--- config.mk ---
export PLATFORM = sky130hd
export DESIGN_NAME = booth_mul_if
export DESIGN_NICKNAME = d
export VERILOG_FILES = /design/src/rtl/booth_mul_if.sv
export SDC_FILE = /design/constraint.sdc
export NUM_CORES = 1
export LEC_CHECK = 0
export BUFFER_PORTS_ARGS = -buffer_cell sky130_fd_sc_hd__buf_2
export CAP_MARGIN = 30
export CELL_PAD_IN_SITES_DETAIL_PLACEMENT = 1
export CELL_PAD_IN_SITES_GLOBAL_PLACEMENT = 1
export CORE_MARGIN = 1
export CORE_UTILIZATION = 32
export DETAILED_ROUTE_END_ITERATION = 7
export GPL_TIMING_DRIVEN = 0
export PLACE_DENSITY_LB_ADDON = 0.2
export SYNTH_ARGS = -nofsm -noshare
export SYNTH_HDL_FRONTEND = slang
export SYNTH_SLANG_ARGS = --single-unit
--- constraint.sdc ---
create_clock -name clk -period 1.95 [get_ports clk]
set_input_delay 0.2925 -clock clk [delete_from_list [all_inputs] [get_ports clk]]
set_output_delay 0.2925 -clock clk [all_outputs]
set_load 0.1 [all_outputs]
--- src/rtl/booth_mul_if.sv ---
// Handshake front/back end for the sequential Booth multiplier: loads operands, pulses start,
// waits for fin (with timeout) and presents the captured product on a valid/ready port.
module booth_mul_if #(
  parameter int WIDTH   = 7,
  parameter int TIMEOUT = 31
) (
  input  logic                 clk,
  input  logic                 reset,
  input  logic                 in_valid,
  output logic                 in_ready,
  input  logic [WIDTH-1:0]     in_m,
  input  logic [WIDTH-1:0]     in_q,
  output logic                 mul_start,
  output logic [WIDTH-1:0]     mul_m,
  output logic [WIDTH-1:0]     mul_q,
  input  logic                 mul_fin,
  input  logic [2*WIDTH-1:0]   mul_product,
  output logic                 out_valid,
  input  logic                 out_ready,
  output logic [2*WIDTH-1:0]   out_product,
  output logic                 err_timeout,
  output logic                 busy
);

  localparam int CW = $clog2(TIMEOUT + 1);
  localparam logic [CW-1:0] CNT_LAST = CW'(TIMEOUT - 1);

  typedef enum logic [1:0] {
    S_IDLE   = 2'd0,
    S_LAUNCH = 2'd1,
    S_WAIT   = 2'd2,
    S_DONE   = 2'd3
  } state_t;

  state_t          state;
  state_t          state_next;
  logic [CW-1:0]   wait_cnt;

  // State register.
  always_ff @(posedge clk) begin
    if (reset) begin
      state <= S_IDLE;
    end else begin
      state <= state_next;
    end
  end

  // Next-state logic; fin outranks the timeout when both land in the same WAIT cycle.
  always_comb begin
    state_next = state;
    case (state)
      S_IDLE: begin
        if (in_valid) begin
          state_next = S_LAUNCH;
        end else begin
          state_next = S_IDLE;
        end
      end
      S_LAUNCH: begin
        state_next = S_WAIT;
      end
      S_WAIT: begin
        if (mul_fin || (wait_cnt == CNT_LAST)) begin
          state_next = S_DONE;
        end else begin
          state_next = S_WAIT;
        end
      end
      S_DONE: begin
        if (out_ready) begin
          state_next = S_IDLE;
        end else begin
          state_next = S_DONE;
        end
      end
      default: begin
        state_next = S_IDLE;
      end
    endcase
  end

  // Outputs decoded from the registered state only, so mul_start cannot glitch.
  always_comb begin
    in_ready  = 1'b0;
    mul_start = 1'b0;
    busy      = 1'b1;
    case (state)
      S_IDLE: begin
        in_ready = ~reset;
        busy     = 1'b0;
      end
      S_LAUNCH: begin
        mul_start = 1'b1;
      end
      S_WAIT: begin
        mul_start = 1'b0;
      end
      S_DONE: begin
        mul_start = 1'b0;
      end
      default: begin
        busy = 1'b0;
      end
    endcase
  end

  // Operand buses, wait counter and result capture.
  always_ff @(posedge clk) begin
    if (reset) begin
      wait_cnt    <= {CW{1'b0}};
      mul_m       <= {WIDTH{1'b0}};
      mul_q       <= {WIDTH{1'b0}};
      out_valid   <= 1'b0;
      out_product <= {(2*WIDTH){1'b0}};
      err_timeout <= 1'b0;
    end else begin
      case (state)
        S_IDLE: begin
          if (in_valid) begin
            mul_m       <= in_m;
            mul_q       <= in_q;
            err_timeout <= 1'b0;
          end
        end
        S_LAUNCH: begin
          wait_cnt <= {CW{1'b0}};
        end
        S_WAIT: begin
          wait_cnt <= wait_cnt + {{(CW-1){1'b0}}, 1'b1};
          if (mul_fin) begin
            out_product <= mul_product;
            out_valid   <= 1'b1;
          end else if (wait_cnt == CNT_LAST) begin
            out_product <= {(2*WIDTH){1'b0}};
            err_timeout <= 1'b1;
            out_valid   <= 1'b1;
          end
        end
        S_DONE: begin
          if (out_ready) begin
            out_valid <= 1'b0;
          end
        end
        default: begin
          out_valid <= 1'b0;
        end
      endcase
    end
  end

endmodule

# ---- Word level (Yosys, flattened, before mapping)
# Cells that the tools add are included.
dict set report totals {
  input_bits 33
  reg_bits 37
  out_inout_bits 33
}
dict set report op_classes {
  n_bitwise 1
  reduce_logical 10
  addsub 1
  n_eq_ne 9
  n_mux 17
}
# operator n
set ops {}
lappend ops {{14-bit two-way mux} 2}
lappend ops {{1-bit two-way mux} 10}
lappend ops {{5-bit one-hot mux with 2 select lines} 1}
lappend ops {{2-bit != test (second input constant)} 4}
lappend ops {{2-bit one-hot mux with 4 select lines} 1}
lappend ops {{2-bit nonzero test} 4}
lappend ops {{5-bit by 1-bit adder with 5-bit output (second input constant)} 1}
lappend ops {{5-bit == test (second input constant)} 1}
lappend ops {{2-bit == test (second input constant)} 2}
lappend ops {{1-bit one-hot mux with 2 select lines} 2}
lappend ops {{2-bit AND reduction} 2}
lappend ops {{4-bit AND reduction} 1}
lappend ops {{3-bit != test (second input constant)} 1}
lappend ops {{3-bit AND reduction} 1}
lappend ops {{2-bit by 1-bit == test with 1-bit output (second input constant)} 1}
lappend ops {{2-bit zero test} 1}
lappend ops {{2-bit two-way mux} 1}
lappend ops {{1-bit logical OR} 1}
lappend ops {{1-bit inverter} 1}

# ---- Depth between registers and ports, before layout
dict set report depth {
  ltp_word 4
  ltp_mapped 6
  mapped_depth_nobuf 5
}

# ---- Least setup slack after synthesis
# No wires, ideal clock.
dict set report synth_path {
  path_kind {register to output}
  startpoint {reg state[1]}
  endpoint {out in_ready}
  path_buffers 0
  path_stages_with_launch 5
  required_ns 1.657
  arrival_time_ns 2.402
  setup_slack_ns -0.744
  cell_sequence {dfxtp_1 -> inv_1 -> ha_1 -> inv_1 -> nor2_1}
}
dict set report synth_between {
  elab_chain_cells 2
}
# item line
set synth_rtl {}
lappend synth_rtl {{start, declared} 35} ;# state_t state;
lappend synth_rtl {{start signal, assigned} 44} ;# state <= state_next;
lappend synth_rtl {{2-bit zero test} 87} ;# case (state)
lappend synth_rtl {{1-bit two-way mux} 87}
lappend synth_rtl {{end, declared} 10} ;# output logic in_ready,
# Every way passes these cells.

# ---- Final worst setup path
# Ends and elaborated chain as after synthesis.

==> summary.txt <==
Synthesis
  – Yosys warning count: 0
  – Mean Syn Cell Area: 8.18 µm²
  – Post-synth ARST share: 0%
  – Cell types with the highest counts after synthesis: sky130_fd_sc_hd__nand2_1, sky130_fd_sc_hd__dfxtp_1, sky130_fd_sc_hd__a21oi_1
  – Fraction of the yosys area taken by sequential cells: 50.6%
  – Cell Area, Synth: 0.00146 mm²
  – Post-synthesis instance total: 179
  – Main area contributors after synthesis: sky130_fd_sc_hd__dfxtp_1, sky130_fd_sc_hd__nand2_1, sky130_fd_sc_hd__a21oi_1, sky130_fd_sc_hd__ha_1, sky130_fd_sc_hd__o21ai_0
  – Area share of the leading cell type in the synthesized netlist: 50.6%
  – Leading cell type by number of instances after synthesis: sky130_fd_sc_hd__nand2_1
  – Mapped Nets: 218
  – Top flip-flop cell by instance count after synthesis: sky130_fd_sc_hd__dfxtp_1
  – EDFF count, synth: 0
  – Synth area leader: sky130_fd_sc_hd__dfxtp_1
  – Number of synthesized register bits: 37
  – Count of cell types in the netlist: 24

STA
  – Period minus WS final: 1.80 ns
  – Unrepaired setup endpoints after global routing: no
  – Worst Tran Pin Value: 0.577 ns
  – Maximum clock rate: 556 MHz
  – Pins Over Slew Limit: 0
  – Final hold violation count: 0
  – Setup skew after layout: 0.00270 ns
  – Worst path setup slack after routing: 0.152 ns
  – Remaining max-slew budget at the tightest pin: 61.5%
  – Share of the cycle needed by the critical path after routing: 92.2%
  – Final setup violating endpoints: 0
  – Min Hold Slack: 0.233 ns
  – Accumulated negative setup slack: 0 ns

Worst hold path
  – Min-Delay Path Class: primary input to register
  – Hold_sp: in_m[2]

GRT
  – Antenna violations before repair: 0
  – Largest net degree at the start of global routing: 12
  – Via count of the first global-routing pass: 1,381
  – Grt peak-use layer: met2
  – Overflow after GRT: 0
  – Met1 routing resource usage after global routing: 20.3%
  – First-pass GRT wire length: 6390 µm
  – Met2 routing resource usage after global routing: 27.6%
  – Overall fraction of global-route tracks in use: 16.5%
  – Met3 Resource Use GR: 4.80%

Clock tree
  – Quantity of hold-fixing buffers added after cts: 0
  – H-tree levels: 2
  – Clock latency of the later-clocked register in the worst-skew pair: 0.29 ns
  – Clock edge transition at the registers on the reported setup and hold paths: 0.07 ns
  – Clock tree root driver cell: sky130_fd_sc_hd__clkbuf_8
  – Clk sink count: 37
  – TritonCTS buffer count: 5
  – Clock Tree Buf Depth: 2
  – Clock tree from TritonCTS: yes

Detailed routing
  – Average detailed-routed wire length per instance: 12.6 µm
  – DR vias: 1,435
  – Detail Route Antenna Nets: 0
  – # DRC: 0
  – Initial drt markers: 49
  – Drt pass-1 iters: 4
  – Overall routed net length: 3810 µm
  – Post-detailed-route via-to-cell ratio: 4.74

Worst setup path
  – Start point of the critical path: state[1]
  – CP Max Fanout: 5
  – Type of element capturing the critical path: output pin
  – Dominant delay contributor by cell family on the critical path: buffers and inverters
  – Dominant cell type by count on the critical path: sky130_fd_sc_hd__inv_1
  – Max stage delay cell, worst path: sky130_fd_sc_hd__dfxtp_1
  – Critical register-to-register path startpoint: wait_cnt[0]
  – Data arrival time of the critical path: 1.51 ns
  – Critical-path cell list: inv_1, ha_1, inv_1, nor2_4, clkbuf_4
  – Worst setup SP type: register
  – Worst EP required: 1.66 ns
  – Largest stage delay on the critical path: 0.35 ns
  – WP buf/inv: 3
  – Worst Path Class, Setup: register to output pin

Placed design
  – Final Wtd Congestion: 0.710
  – Post-DP HPWL: 2850 µm
  – Standard cell area after detailed placement: 0.00186 mm²
  – Worst slack after detailed placement: 0.164 ns
  – Placed insts: 295
  – Count of buffers inserted at the top-level ports: 64

Power and ir drop
  – Cell internal pwr: 1.27 mW
  – Standby leakage power: 0.881 nW
  – Switch Pwr: 0.906 mW
  – Pwr Total: 2.18 mW
  – Power density of the placed cells: 1110 mW/mm²
  – Part of the power in the clock network: 27.1%
  – Sequential Power Share: 38.5%
  – Switching Fraction: 41.6%
  – Combinational fraction of design power: 34.4%
  – Worst supply voltage drop on vdd: 0.000523 V

Finish
  – Antenna diodes: 0
  – Final non-filler cell total: 303
  – Area growth, synth to finish: 34.2%
  – Post-layout net count: 289
  – Fraction of layout cells with a size suffix above 1: 31.5%
  – Final instance area: 0.00196 mm²
  – Post-layout util: 44.8%

Status
  – Run status: finished clean

Floorplanning
  – Height of the die: 69.6 µm
  – Die extent in x: 69.6 µm
  – Core Area: 0.00438 mm²
  – Floorplan die area: 0.00485 mm²
  – Effective utilization at floorplan: 33.4%
  – Std cell rows: 24
  – Ports: 66

Job
  – Max cap viols: 0
[path summary, 6_finish.rpt]
path,endpoint,slack [ns],depth (start not counted)
worst min-delay path,mul_m[2],0.23,3
worst min register to register,mul_m[5],0.45,2
worst max-delay path,in_ready,0.15,5
worst max register to register,out_product[7],0.28,6
[cell usage in the layout, fill, tap and decap left out, types with 3 or more instances in the layout]
cell type                  instances
sky130_fd_sc_hd__clkbuf_8          7
sky130_fd_sc_hd__inv_1             5
sky130_fd_sc_hd__ha_1              6
sky130_fd_sc_hd__buf_2            64
sky130_fd_sc_hd__xor2_1            3
sky130_fd_sc_hd__nor2b_1           3
sky130_fd_sc_hd__o21ai_0          15
sky130_fd_sc_hd__a21oi_1          29
sky130_fd_sc_hd__dfxtp_1          37
sky130_fd_sc_hd__nand4_1           3
sky130_fd_sc_hd__nor2_1            8
sky130_fd_sc_hd__nand2_1          47
sky130_fd_sc_hd__clkbuf_1          6
[state kept, by name, indices dropped and copies added, names as in the netlist]
| name | count |
|---|---|
| out_valid | 1 |
| mul_q | 7 |
| out_product | 14 |
| mul_m | 7 |
| err_timeout | 1 |
| state | 2 |
| wait_cnt | 5 |
[power by group through the flow]
stage | Clock, mW | Sequential [mW] | Combinational (mW)
after global placement | 0 | 0.855 | 0.747
final | 0.590 | 0.838 | 0.749
after CTS | 0.611 | 0.839 | 0.752
after global routing | 0.639 | 0.845 | 0.796
after detailed placement | 0 | 0.857 | 0.750
after floorplan | 0 | 1.17 | 0.290
[metal layers]
metal  vias to the layer above  part of all wire, %
li1                        738                    -
met1                       660                   46
met2                        32                   49
met3                         5                  4.4
met4                         0                  1.2
met5                         -                    0
[area by class of cell]
cell class | instances | area [µm²]
Inverter | 6 | 22.5
Multi-Input combinational cell | 127 | 672
Sequential cell | 37 | 741
Tap cell | 52 | 65.1
Buffer | 9 | 37.5
Clock inverter | 1 | 5.00
Clock buffer | 7 | 96.3
Fill cell | 602 | 2420
Timing Repair Buffer | 64 | 325
[worst register-to-register path: stages (launching register included)]
cell	delay, ns
sky130_fd_sc_hd__dfxtp_1	0.36
sky130_fd_sc_hd__inv_1	0.08
sky130_fd_sc_hd__ha_1	0.22
sky130_fd_sc_hd__a41oi_2	0.39
sky130_fd_sc_hd__clkbuf_2	0.29
sky130_fd_sc_hd__o21ai_0	0.11
sky130_fd_sc_hd__a21oi_1	0.15
[logic make-up after synthesis]
| logic type | share of synthesized area, % |
|---|---|
| AOI/OAI and AO/OA | 18.6 |
| xor gates and xnor gates | 1.80 |
| DFF | 50.6 |
| adders and majority gates | 5.13 |
| buffers and inverters | 4.02 |
| muxes | 0.769 |
| and+or+nand+nor | 19.1 |
[timing repair]
| action | in CTS | in global routing |
|---|---|---|
| resized for setup | 0 | 4 |
| setup endpoints to repair | 0 | 3 |
| hold endpoints to repair | 0 | 0 |
| setup buffers | 0 | 0 |
(Power assumes the default switching activity.)
